### src/rtl/kbd_pkg.sv
// Shared definitions for the PS/2 keyboard Wishbone slave: register map,
// STAT bit positions and the receiver state encoding.
package kbd_pkg;
   localparam logic KBD_REG_DATA = 1'b0;
   localparam logic KBD_REG_STAT = 1'b1;

   localparam int STAT_OVF   = 0;
   localparam int STAT_PERR  = 1;
   localparam int STAT_FLUSH = 8;
   localparam int DATA_VALID = 8;

   typedef enum logic [1:0] {
      RX_IDLE,
      RX_DATA,
      RX_PARITY,
      RX_STOP
   } rx_state_t;
endpackage

### src/rtl/ps2_rx.sv
// PS/2 device-to-host frame receiver: input synchronizer, frame FSM and a
// mid-frame inactivity timeout. Emits one-cycle pulses per finished frame.
//
// state     | meaning
// RX_IDLE   | waiting for a start bit (0) on a PS2C fall
// RX_DATA   | shifting in D0..D7, LSB first
// RX_PARITY | capturing the odd parity bit
// RX_STOP   | checking stop bit and parity, then push or flag error
module ps2_rx
   import kbd_pkg::*;
#(
   parameter int TIMEOUT_CYC = 20000
) (
   input  logic       clk,
   input  logic       rstn,
   input  logic       ps2c,
   input  logic       ps2d,
   output logic [7:0] code,
   output logic       code_vld,
   output logic       perr_pulse
);
   localparam int TW = $clog2(TIMEOUT_CYC + 1);

   logic [2:0]    c_sync;
   logic [1:0]    d_sync;
   logic          fall;
   logic          bit_in;
   rx_state_t     state, state_nxt;
   logic [7:0]    shift, shift_nxt;
   logic [2:0]    bcnt, bcnt_nxt;
   logic          par, par_nxt;
   logic [TW-1:0] tmr, tmr_nxt;
   logic [7:0]    code_nxt;
   logic          vld_nxt, perr_nxt;

   assign fall   = c_sync[2] & ~c_sync[1];
   assign bit_in = d_sync[1];

   // Synchronizers reset high so release from reset never looks like a fall.
   always_ff @(posedge clk or negedge rstn) begin
      if (!rstn) begin
         c_sync     <= 3'b111;
         d_sync     <= 2'b11;
         state      <= RX_IDLE;
         shift      <= '0;
         bcnt       <= '0;
         par        <= 1'b0;
         tmr        <= TW'(TIMEOUT_CYC);
         code       <= '0;
         code_vld   <= 1'b0;
         perr_pulse <= 1'b0;
      end else begin
         c_sync     <= {c_sync[1:0], ps2c};
         d_sync     <= {d_sync[0], ps2d};
         state      <= state_nxt;
         shift      <= shift_nxt;
         bcnt       <= bcnt_nxt;
         par        <= par_nxt;
         tmr        <= tmr_nxt;
         code       <= code_nxt;
         code_vld   <= vld_nxt;
         perr_pulse <= perr_nxt;
      end
   end

   always_comb begin
      state_nxt = state;
      shift_nxt = shift;
      bcnt_nxt  = bcnt;
      par_nxt   = par;
      code_nxt  = code;
      vld_nxt   = 1'b0;
      perr_nxt  = 1'b0;
      if (state == RX_IDLE || fall)
         tmr_nxt = TW'(TIMEOUT_CYC);
      else if (tmr != '0)
         tmr_nxt = tmr - 1'b1;
      else
         tmr_nxt = tmr;

      unique case (state)
         RX_IDLE: begin
            if (fall && !bit_in) begin
               state_nxt = RX_DATA;
               bcnt_nxt  = '0;
            end
         end
         RX_DATA: begin
            if (fall) begin
               shift_nxt = {bit_in, shift[7:1]};
               bcnt_nxt  = bcnt + 1'b1;
               if (bcnt == 3'd7)
                  state_nxt = RX_PARITY;
            end
         end
         RX_PARITY: begin
            if (fall) begin
               par_nxt   = bit_in;
               state_nxt = RX_STOP;
            end
         end
         RX_STOP: begin
            if (fall) begin
               state_nxt = RX_IDLE;
               if (bit_in) begin
                  if (^{shift, par}) begin
                     vld_nxt  = 1'b1;
                     code_nxt = shift;
                  end else begin
                     perr_nxt = 1'b1;
                  end
               end
            end
         end
         default: state_nxt = RX_IDLE;
      endcase

      // Inactivity mid-frame abandons the partial byte.
      if (state != RX_IDLE && !fall && tmr == '0)
         state_nxt = RX_IDLE;
   end
endmodule

### src/rtl/wb_ps2_keyboard.sv
// Wishbone keyboard slave: scancode FIFO fed by ps2_rx, DATA/STAT registers
// and the single-accept STB/ACK handshake shared with the other slaves.
module wb_ps2_keyboard
   import kbd_pkg::*;
#(
   parameter int FIFO_DEPTH  = 16,
   parameter int TIMEOUT_CYC = 20000
) (
   input  logic        clk,
   input  logic        rstn,
   input  logic        STB,
   input  logic        WE,
   input  logic [31:0] ADDR,
   input  logic [31:0] DAT_I,
   output logic [31:0] DAT_O,
   output logic        ACK,
   input  logic        PS2C,
   input  logic        PS2D,
   output logic        IRQ
);
   localparam int AW = $clog2(FIFO_DEPTH);
   localparam int CW = AW + 1;

   logic [7:0]    rx_code;
   logic          rx_vld, rx_perr;
   logic [7:0]    mem [FIFO_DEPTH];
   logic [AW-1:0] wptr, rptr;
   logic [CW-1:0] count;
   logic          ovf, perr;
   logic          empty, full, accept, sel_stat;
   logic          do_pop, do_push, do_flush, clr_ovf, clr_perr, ovf_set;
   logic [7:0]    count8;
   logic [31:0]   rd_word;
   logic          unused_bits;

   assign unused_bits = ^{ADDR[31:3], ADDR[1:0], DAT_I[31:9], DAT_I[7:2]};

   ps2_rx #(.TIMEOUT_CYC(TIMEOUT_CYC)) u_rx (
      .clk        (clk),
      .rstn       (rstn),
      .ps2c       (PS2C),
      .ps2d       (PS2D),
      .code       (rx_code),
      .code_vld   (rx_vld),
      .perr_pulse (rx_perr)
   );

   always_comb begin
      empty    = (count == '0);
      full     = (count == CW'(FIFO_DEPTH));
      count8   = 8'(count);
      accept   = STB & ~ACK;
      sel_stat = (ADDR[2] == KBD_REG_STAT);
      do_pop   = accept & ~WE & ~sel_stat & ~empty;
      do_flush = accept & WE & sel_stat & DAT_I[STAT_FLUSH];
      clr_ovf  = accept & WE & sel_stat & DAT_I[STAT_OVF];
      clr_perr = accept & WE & sel_stat & DAT_I[STAT_PERR];
      // A pop in the same cycle frees the slot, so a full FIFO still accepts.
      do_push  = rx_vld & (~full | do_pop) & ~do_flush;
      ovf_set  = rx_vld & full & ~do_pop;
      rd_word  = '0;
      if (!WE) begin
         if (sel_stat)
            rd_word = {16'b0, count8, 6'b0, perr, ovf};
         else if (!empty)
            rd_word = {23'b0, 1'b1, mem[rptr]};
      end
   end

   always_ff @(posedge clk) begin
      if (do_push)
         mem[wptr] <= rx_code;
   end

   always_ff @(posedge clk or negedge rstn) begin
      if (!rstn) begin
         wptr  <= '0;
         rptr  <= '0;
         count <= '0;
         ovf   <= 1'b0;
         perr  <= 1'b0;
         ACK   <= 1'b0;
         DAT_O <= '0;
         IRQ   <= 1'b0;
      end else begin
         if (do_flush) begin
            wptr  <= '0;
            rptr  <= '0;
            count <= '0;
         end else begin
            if (do_push)
               wptr <= wptr + 1'b1;
            if (do_pop)
               rptr <= rptr + 1'b1;
            count <= count + CW'(do_push) - CW'(do_pop);
         end

         if (ovf_set)
            ovf <= 1'b1;
         else if (clr_ovf)
            ovf <= 1'b0;
         if (rx_perr)
            perr <= 1'b1;
         else if (clr_perr)
            perr <= 1'b0;

         if (accept) begin
            ACK   <= 1'b1;
            DAT_O <= rd_word;
         end else if (!STB) begin
            ACK <= 1'b0;
         end

         IRQ <= ~empty;
      end
   end
endmodule

### config.mk
export PLATFORM = sky130hd
export DESIGN_NAME = wb_ps2_keyboard
export DESIGN_NICKNAME = d
export VERILOG_FILES = /design/src/rtl/kbd_pkg.sv /design/src/rtl/ps2_rx.sv /design/src/rtl/wb_ps2_keyboard.sv
export SDC_FILE = /design/constraint.sdc
export NUM_CORES = 1
export LEC_CHECK = 0
export ABC_CLOCK_PERIOD_IN_PS = 7900
export BUFFER_PORTS_ARGS = -buffer_cell sky130_fd_sc_hd__buf_2
export CAP_MARGIN = 10
export CORE_MARGIN = 4
export CORE_UTILIZATION = 45
export CTS_CLUSTER_SIZE = 20
export DETAILED_ROUTE_END_ITERATION = 7
export PLACE_DENSITY = 0.63
export SLEW_MARGIN = 30
export SYNTH_ARGS = -nofsm -noshare
export SYNTH_HDL_FRONTEND = slang
export SYNTH_SLANG_ARGS = --single-unit
### constraint.sdc
create_clock -name clk -period 7.9 [get_ports clk]
set_input_delay 1.58 -clock clk [delete_from_list [all_inputs] [get_ports clk]]
set_output_delay 1.58 -clock clk [all_outputs]
set_load 0.02 [all_outputs]
==> flow_metrics.py, run 1 <==
metrics = {
    "status": {
        "status": "completed",
    },
    "setup_path": {
        "criticalPathCategory": "in -> reg",
        "cp_num_buf_inv": 4,
        "cp_common_cell": "inv_1",
        "rr_startpoint": "count[2]",
        "required_ns": 8.31,
        "worstSetupStartpoint": "WE",
        "crit_path_end_kind": "register",
        "cp-start-kind": "primary input",
        "cp_top_family": "simple AND/OR/NAND/NOR gates",
        "critPathSlowestCell": "or4b_1",
        "worst-endpoint-arrival_ns": 4.43,
        "cp_slowest_stage_delay_ns": 0.61,
        "cp_max_fo": 7,
        "path_cells": "buf_2, or4b_1, a31oi_4, nand2b_1, ha_1, inv_1, ha_1, inv_1, fa_1, inv_1, a21oi_1, nor2_1, or3_1, a21oi_1",
    },
    "yosys": {
        "synth_cells": 551,
        "avgSynthCellArea_um2": 15.6,
        "synth_edf_count": 128,
        "synth_warnings": 0,
        "ys.flop_type": "edfxtp_1",
        "ys_ff_latch": 202,
        "ys_seq_area_share_pct": 66.4,
        "synth_area_mm2": 0.00859,
        "async_flop_share_pct": 36.6,
        "ys_types": 56,
    },
    "sta": {
        "fmax_mhz": 249,
        "min_period_ns": 4.02,
        "relSlewSlack_pct": 41.0,
        "worst_slack_ns": 3.88,
        "setup_tns_ns": 0,
        "finalHoldViolCount": 0,
        "fin_skew_ns": 0.0108,
        "rsz0062_at_grt": "false",
        "post-route-period-util_pct": 50.9,
        "drv_slew": 0,
        "worst_pin_slew_ns": 0.885,
        "setup_violations": 0,
    },
    "route": {
        "drc_errors": 0,
        "dr.pass1.iters": 4,
        "wl_mm": 15.8,
        "drtIter0Drc": 267,
        "via_per_inst": 5.43,
        "antenna_left": 0,
        "via_count": 4499,
        "wl_per_cell_um": 19.1,
    },
    "place": {
        "place_congestion": 0.725,
        "place_hpwl_mm": 10.1,
        "dpl_worst_slack_ns": 3.41,
        "placed_cells": 787,
        "numPortBuffers": 24,
    },
    "cells_and_area": {
        "areaGrowthSynthToFinish_pct": 12.5,
        "final_common_cell": "edfxtp_1",
        "antenna-diode-count": 0,
        "final_cell_mix": "edfxtp_1 (128), dfrtp_1 (62), mux4_2 (32)",
        "fin_nets": 667,
        "stdcell_count": 828,
        "drive_gt1_share_pct": 22.6,
    },
    "floorplanning": {
        "ioPinCount": 104,
        "fp-row-count": 50,
        "coreArea_mm2": 0.0188,
        "initial_core_util_pct": 45.8,
        "die-area_mm2": 0.0214,
        "die_x_um": 146,
        "die_h_um": 146,
    },
    "clock_network": {
        "cts-root-buf": "clkbuf_16",
        "clk_pin_slew_worst_paths_ns": 0.06,
        "h-tree-depth": 1,
        "cts_tree": "built",
        "clock-sinks": 202,
        "cts_resized": 0,
        "hold_buffers": 0,
        "cts_setup_buffers": 0,
        "cts_buffers": 23,
        "clock_path_buffers": 3,
        "insertion_delay_ns": 0.49,
    },
    "global_route": {
        "grt_pass1_wl_mm": 25.7,
        "grt_max_degree": 75,
        "groute.usage.overall_pct": 14.8,
        "grt-ovfl-total": 0,
        "grt_pass1_vias": 4739,
        "antenna_found_initial": 0,
    },
    "power": {
        "power_frac_comb_pct": 23.2,
        "power_density_mw_per_mm2": 345,
        "leakage_nw": 3.64,
        "p_clk_share_pct": 33.1,
        "p_int_mw": 2.35,
        "vdd_drop_max_v": 0.000179,
        "power.switching_mw": 0.978,
        "power_mw": 3.33,
        "p_seq_share_pct": 43.8,
        "swShare_pct": 29.4,
    },
    "min_path": {
        "min_from": "u_rx.d_sync[0]",
        "hold_class": "reg -> reg",
    },
    "flow_run": {
        "maxCapViolCount": 0,
    },
}
-- through the flow --
step                      utilization (%)  area [um2]  hold slack [ns]
after floorplan                         -        8660            0.345
after global placement               47.2        8870            0.345
after detailed placement             47.3        8880            0.347
after CTS                            51.5        9670            0.354
after global routing                 51.5        9670            0.353
final                                51.5        9670            0.351
-- cells in the mapped netlist, drive strengths merged (2+ instances only) --
cell     number  area [um2]
edfxtp      128        3840
dfrtp        64        1600
mux4         32         721
nor2         30         113
buf          29         190
nand2        25        96.4
inv          24        90.1
xnor2        21         184
o21ai        20         100
ha           18         225
clkbuf       16        60.1
mux2         16         180
a22o         12         105
dfstp        10         263
and2          9        56.3
a21oi         8        40.0
a221oi        8        70.1
nor4          7        80.1
xor2          7        61.3
nand2b        6        37.5
nand4         6        37.5
nor2b         6        37.5
a211oi        5        37.5
nor3b         4        30.0
or4           4        37.5
a2111oi       3        26.3
a31oi         3        33.8
nand3         3        15.0
or3           3        18.8
a21o          2        15.0
a22oi         2        15.0
and3          2        12.5
mux2i         2        23.8
nor3          2        10.0
-- logic make-up after synthesis --
| family | Yosys count | synth area share (%) |
|---|---|---|
| DFF | 202 | 66.4 |
| xor gates and xnor gates | 28 | 2.85 |
| muxes | 50 | 10.8 |
| AOI/OAI and AO/OA | 69 | 5.77 |
| other | 1 | 0.0436 |
| buffers and inverters | 69 | 3.96 |
| adders and majority gates | 19 | 2.85 |
| and+or+nand+nor | 113 | 7.35 |
-- final cells by class --
| class | count | area [um2] |
|---|---|---|
| Clock buffer | 24 | 579 |
| Clock inverter | 17 | 210 |
| Fill cell | 1555 | 9100 |
| Inverter | 24 | 90.1 |
| Multi-Input combinational cell | 298 | 2620 |
| Sequential cell | 202 | 5710 |
| Tap cell | 234 | 293 |
| Timing Repair Buffer | 29 | 164 |
-- power by group through the flow --
stage | sequential [mW] | combinational (mW) | clock, mW
finish | 1.46 | 0.771 | 1.10
global route | 1.48 | 0.865 | 1.18
CTS | 1.46 | 0.785 | 1.12
detailed placement | 1.48 | 0.779 | 0
global placement | 1.47 | 0.753 | 0
floorplan | 1.42 | 0.636 | 0
-- worst paths after layout --
kind                             endpoint  slack [ns]  cells after the start
max                              count[4]        3.88                     14
min                        u_rx.d_sync[1]        0.35                      0
max reg2reg                      count[4]        4.42                     16
min reg2reg                u_rx.d_sync[1]        0.35                      0
max in group asynchronous         rptr[0]        6.28                      1
min in group asynchronous   u_rx.shift[1]        1.11                      1
-- registers in the layout, summed over array words and instances (netlist names), 2 cells and up --
name,count
DAT_O,13
count,5
mem,128
rptr,4
u_rx.bcnt,3
u_rx.c_sync,3
u_rx.code,8
u_rx.d_sync,2
u_rx.shift,8
u_rx.state,2
u_rx.tmr,15
wptr,4
-- layer usage --
layer / vias up / global-route usage, % / wire (um)
met3: 22 / 2.89 / 891
met5: - / 0 / 0
met4: 0 / 3.43 / 201
li1: 2085 / - / -
met1: 2299 / 19.9 / 6810
met2: 93 / 25.3 / 7920
-- worst reg2reg max path: stages, from the launching register on --
cell and delay, ns:
dfrtp_1 0.40, inv_1 0.09, ha_1 0.14, nor3b_1 0.48, nand2_1 0.21, nand2b_1 0.35
inv_1 0.20, ha_1 0.32, inv_1 0.04, ha_1 0.18, inv_1 0.07, fa_1 0.21
inv_1 0.05, a21oi_1 0.11, nor2_1 0.07, or3_1 0.34, a21oi_1 0.14
(Power assumes the default switching activity.)
==> run 2: changes to the inputs <==
Settings changed: ABC_AREA from default to 1, ABC_CLOCK_PERIOD_IN_PS 7900 to 3800.
Clock period 7.9 ns to 3.8 ns, I/O delays scaled along.
==> flow_metrics.py, run 2 <==
metrics = {
    "sta": {
        "finalHoldViolCount": 0,
        "setup_violations": 0,
        "setup_tns_ns": 0,
        "worst_pin_slew_ns": 0.817,
        "min_period_ns": 2.94,
        "relSlewSlack_pct": 45.2,
        "fmax_mhz": 340,
        "drv_slew": 0,
        "fin_skew_ns": 0.0151,
        "post-route-period-util_pct": 77.5,
        "rsz0062_at_grt": "false",
    },
    "yosys": {
        "synth_edf_count": 128,
        "synth.most_common_cell": "nand2_1",
        "synth_top_area_cell": "edfxtp_1",
        "synth_cells": 857,
        "post_synth_main_area_contributors": "edfxtp_1 (42%), dfrtp_1 (18%), nand2_1 (5.8%), o21ai_0 (4.9%), nor2_1 (4.0%)",
        "synth.top_cells.by_count": "nand2_1 (140), edfxtp_1 (128), nor2_1 (96)",
        "ys.flop_type": "edfxtp_1",
        "avgSynthCellArea_um2": 10.6,
        "ys_types": 45,
        "synthDominantCellAreaShare_pct": 42.3,
        "async_flop_share_pct": 36.6,
        "synth_warnings": 0,
        "ys_seq_area_share_pct": 62.8,
        "synth_area_mm2": 0.00909,
        "ys_ff_latch": 202,
    },
    "flow_run": {
        "maxCapViolCount": 0,
    },
    "setup_path": {
        "worst-endpoint-arrival_ns": 3.36,
        "crit_path_end_kind": "register",
        "rr_startpoint": "ACK",
        "worstSetupStartpoint": "ACK",
        "cp-start-kind": "register",
        "criticalPathCategory": "reg -> reg",
        "required_ns": 4.21,
        "cp_max_fo": 15,
    },
    "route": {
        "wl_mm": 18.4,
        "drc_errors": 0,
        "via_count": 5875,
        "antenna_left": 0,
        "drtIter0Drc": 457,
        "wl_per_cell_um": 15.8,
        "via_per_inst": 5.04,
        "dr.pass1.iters": 6,
    },
    "clock_network": {
        "cts_tree": "built",
        "hold_buffers": 0,
        "h-tree-depth": 1,
        "clock-sinks": 202,
        "cts_resized": 0,
        "clock_path_buffers": 3,
        "cts-root-buf": "clkbuf_16",
        "insertion_delay_ns": 0.50,
        "clk_pin_slew_worst_paths_ns": 0.06,
        "cts_buffers": 22,
        "cts_setup_buffers": 0,
    },
    "cells_and_area": {
        "areaGrowthSynthToFinish_pct": 11.2,
        "drive_gt1_share_pct": 13.0,
        "fillers": 1781,
        "regMostFlops": "mem",
        "antenna-diode-count": 0,
        "final_common_cell": "nand2_1",
        "largest_reg_flops": 128,
        "fin_nets": 974,
        "largestRegisters": "mem: 128 flops, u_rx.tmr: 15 flops, DAT_O: 13 flops",
        "final_cell_mix": "nand2_1 (140), edfxtp_1 (128), nor2_1 (96)",
    },
    "place": {
        "place_hpwl_mm": 11.6,
        "place_congestion": 0.775,
        "numPortBuffers": 24,
    },
    "min_path": {
        "hold_class": "in -> async",
    },
    "global_route": {
        "grt_max_degree": 83,
        "grt_pass1_vias": 5627,
        "grt_pass1_wl_mm": 29.5,
        "grt-ovfl-total": 0,
        "antenna_found_initial": 0,
        "groute.usage.overall_pct": 16.7,
    },
    "power": {
        "power_mw": 6.93,
        "power_density_mw_per_mm2": 686,
        "leakage_nw": 4.31,
        "vdd_drop_max_v": 0.000479,
    },
    "floorplanning": {
        "die_h_um": 150,
        "die-area_mm2": 0.0225,
        "ioPinCount": 104,
        "coreArea_mm2": 0.0197,
        "die_x_um": 150,
        "fp-row-count": 51,
        "initial_core_util_pct": 46.2,
    },
    "status": {
        "status": "completed",
    },
}
==> run 2: worst max-delay path, stage by stage (launching register included) <==
cell,delay (ns)
dfrtp_1,0.38
inv_1,0.07
nand2_2,0.22
nor2_8,0.23
nand3_4,0.13
nand2_4,0.09
nand2_4,0.07
nor2_8,0.13
inv_6,0.07
ha_1,0.27
inv_1,0.06
ha_1,0.16
inv_1,0.06
fa_1,0.36
inv_1,0.07
nand2_1,0.06
a21oi_1,0.12
or2_2,0.13
o21ai_0,0.06
a21oi_1,0.12
==> run 2: cell type report <==
class	count	area [um2]	share of cell area, %
clock inverter	5	48.8	0.483
sequential	202	5710	56.5
tap	265	332	3.28
multi-input combinational	536	2810	27.8
timing repair buffer	35	209	2.07
inverter	88	338	3.34
clock buffer	35	651	6.44
==> run 2: final timing paths <==
check | to | slack [ns] | cells after the start
worst min register to register | u_rx.d_sync[1] | 0.35 | 0
worst min-delay path | wptr[2] | 0.30 | 1
worst max-delay path | count[4] | 0.86 | 19
min in group clk | u_rx.d_sync[1] | 0.35 | 0
worst max register to register | count[4] | 0.86 | 19
max in group asynchronous | rptr[0] | 3.04 | 1
==> run 2: power by group <==
part / total [mW] / internal [mW] / switching [mW]
Combinational: 1.94 / 0.645 / 1.29
Clock: 2.05 / 1.24 / 0.813
Sequential: 2.94 / 2.63 / 0.313
Total: 6.93 / 4.51 / 2.42
==> run 2: cell families (layout without fill, tap and decap cells) <==
logic type / Yosys count / count (layout) / share of synthesized area, %
compound gates: 166 / 166 / 10.6
xor+xnor: 3 / 3 / 0.289
fa+ha+maj: 19 / 19 / 2.70
buf+inv: 137 / 163 / 6.98
flops: 202 / 202 / 62.8
other cells: 1 / 19 / 0.0413
simple gates: 329 / 329 / 16.6
==> run 2: layer usage <==
metal  vias up  track usage (%)  wire, um
met3        37             2.56       978
met2       111             27.6      8810
met1      2779             22.7      8140
met4         0             5.44       490
met5         -                0         0
li1       2948                -         -
==> run 2: metrics by stage <==
stage                     utilization (%)  std cells  cell area [um2]  setup WS, ns  hold WS [ns]
after floorplan                         -        875             9150         0.932         0.345
after global placement               47.8       1126             9400         0.442         0.348
after detailed placement             47.8       1126             9400         0.407         0.347
after CTS                            51.4       1166            10100         0.841         0.356
after global routing                 51.4       1166            10100         0.620         0.349
final                                51.4       1166            10100         0.855         0.299
==> run 3: changes to the inputs <==
Settings changed: ABC_CLOCK_PERIOD_IN_PS 3800 to 2700, PLACE_DENSITY 0.63 to 0.66.
Clock period 3.8 ns to 2.7 ns, I/O delays scaled along.
==> flow_metrics.py, run 3 (synthesis gave the netlist of run 2 again) <==
metrics = {
    "status": {
        "status": "completed",
    },
    "sta": {
        "drv_slew": 0,
        "fmax_mhz": 396,
        "whs_ns": 0.155,
        "setup_tns_ns": 0,
        "post-route-period-util_pct": 93.5,
        "setup_violations": 0,
        "finalHoldViolCount": 0,
        "relSlewSlack_pct": 49.1,
        "min_period_ns": 2.52,
        "worst_pin_slew_ns": 0.764,
        "fin_skew_ns": 0.00653,
    },
    "floorplanning": {
        "die_x_um": 150,
        "ioPinCount": 104,
        "fp-row-count": 51,
        "die_h_um": 150,
        "initial_core_util_pct": 46.2,
        "coreArea_mm2": 0.0197,
        "die-area_mm2": 0.0225,
    },
    "cells_and_area": {
        "final_common_cell": "nand2_1",
        "drive_gt1_share_pct": 17.0,
        "largest_reg_flops": 128,
        "antenna-diode-count": 0,
        "fin_nets": 1004,
        "final_cell_mix": "nand2_1 (139), edfxtp_1 (128), nor2_1 (94)",
        "areaGrowthSynthToFinish_pct": 13.7,
        "largestRegisters": "mem: 128 flops, u_rx.tmr: 15 flops, DAT_O: 13 flops",
        "stdcell_count": 1194,
        "regMostFlops": "mem",
    },
    "clock_network": {
        "insertion_delay_ns": 0.48,
        "cts-root-buf": "clkbuf_16",
        "clock_path_buffers": 3,
        "cts_buffers": 21,
        "clock-sinks": 202,
        "cts_tree": "built",
        "clk_pin_slew_worst_paths_ns": 0.06,
        "h-tree-depth": 1,
    },
    "power": {
        "power_frac_comb_pct": 30.3,
        "power.switching_mw": 3.45,
        "swShare_pct": 35.6,
        "p_seq_share_pct": 42.5,
        "leakage_nw": 4.45,
        "p_clk_share_pct": 27.2,
        "p_int_mw": 6.25,
        "power_density_mw_per_mm2": 939,
        "vdd_drop_max_v": 0.000596,
    },
    "min_path": {
        "min_from": "PS2C",
        "hold_depth": 1,
        "min_to": "u_rx.c_sync[0]",
        "hold_class": "in -> reg",
    },
    "route": {
        "wl_per_cell_um": 15.8,
        "wl_mm": 18.9,
        "antenna_left": 0,
        "via_count": 6023,
        "via_per_inst": 5.04,
        "drtIter0Drc": 360,
        "dr.pass1.iters": 5,
        "drc_errors": 0,
    },
    "place": {
        "numPortBuffers": 24,
        "placed_cells": 1155,
        "place_hpwl_mm": 12.0,
        "place_congestion": 0.783,
    },
    "setup_path": {
        "cp-start-kind": "register",
        "rr_startpoint": "count[3]",
        "required_ns": 3.06,
        "criticalPathCategory": "reg -> reg",
        "cp_max_fo": 2,
        "worst-endpoint-arrival_ns": 2.89,
        "crit_path_end_kind": "register",
        "reg2reg_to": "count[4]",
        "ff2ff_setup_slack_ns": 0.18,
        "r2r_cells": 19,
    },
    "global_route": {
        "antenna_found_initial": 0,
        "grt_pass1_vias": 5742,
        "grt_pass1_wl_mm": 30.2,
        "grt-ovfl-total": 0,
        "grt_max_degree": 83,
        "groute.usage.overall_pct": 17.0,
    },
    "flow_run": {
        "maxCapViolCount": 0,
    },
}
## run 3: changes by cell type in the layout (fill, tap and decap cells not counted), sizes merged
cell	before	now
dlygate4sd3	0	1
buf	35	65
clkinv	7	9
clkbuf	35	30
bufinv	1	0
inv	85	86
## run 3: worst max-delay path, cell delays in order, from the launching register on
cell and delay, ns:
dfrtp_1 0.37, inv_2 0.07, ha_4 0.17, nand3_4 0.09, nand3_4 0.09, nand2_4 0.07, nand2_4 0.06, nor2_8 0.13
inv_6 0.03, ha_1 0.26, inv_1 0.04, ha_2 0.16, inv_1 0.06, fa_2 0.19, inv_2 0.04, nand2_2 0.06
a21oi_2 0.05, or2_2 0.27, o21ai_0 0.14, a21oi_1 0.05
## run 3: what timing repair did
action                                  CTS  global route
hold buffers                              1             0
gates resized for setup                   0            14
setup buffers                             0             1
hold endpoints to repair                 26             0
endpoints found under the setup margin    0             1
## run 3: area by class of cell
class / count / area [um2]
fill: 1741 / 9320
sequential: 202 / 5710
multi-input combinational: 536 / 2860
clock buffer: 30 / 599
timing repair buffer: 66 / 465
inverter: 88 / 337
tap: 265 / 332
clock inverter: 7 / 33.8
## run 3: worst max path at each step
stage,cells past startpoint,to,startpoint
floorplan,18,count[4],STB
global placement,18,count[4],STB
detailed placement,18,count[4],STB
CTS,19,count[4],count[3]
global route,19,count[4],count[3]
finish,19,count[4],count[3]
## run 3: metal layers
metal / up-vias / part of all wire [%] / GRT usage, %
met5: - / 0 / 0
met2: 131 / 49 / 28.9
li1: 3008 / - / -
met1: 2845 / 43 / 22.7
met3: 39 / 4.7 / 2.05
met4: 0 / 3.2 / 5.76
## run 3: stage by stage
stage,setup WS (ns),power [mW],utilization [%],area [um2]
finish,0.176,9.71,52.6,10300
global placement,-0.0722,6.97,49.0,9640
detailed placement,-0.0765,7.05,49.0,9640
CTS,0.0622,9.72,52.3,10300
global route,-0.0368,10.4,52.6,10300
floorplan,0.0517,6.19,-,9150
## run 3: power by group through the flow
stage / logic [mW] / registers (mW) / clock network, mW
finish: 2.94 / 4.12 / 2.64
global route: 3.35 / 4.18 / 2.83
CTS: 2.89 / 4.12 / 2.71
detailed placement: 2.87 / 4.18 / 0
global placement: 2.81 / 4.17 / 0
floorplan: 2.15 / 4.04 / 0
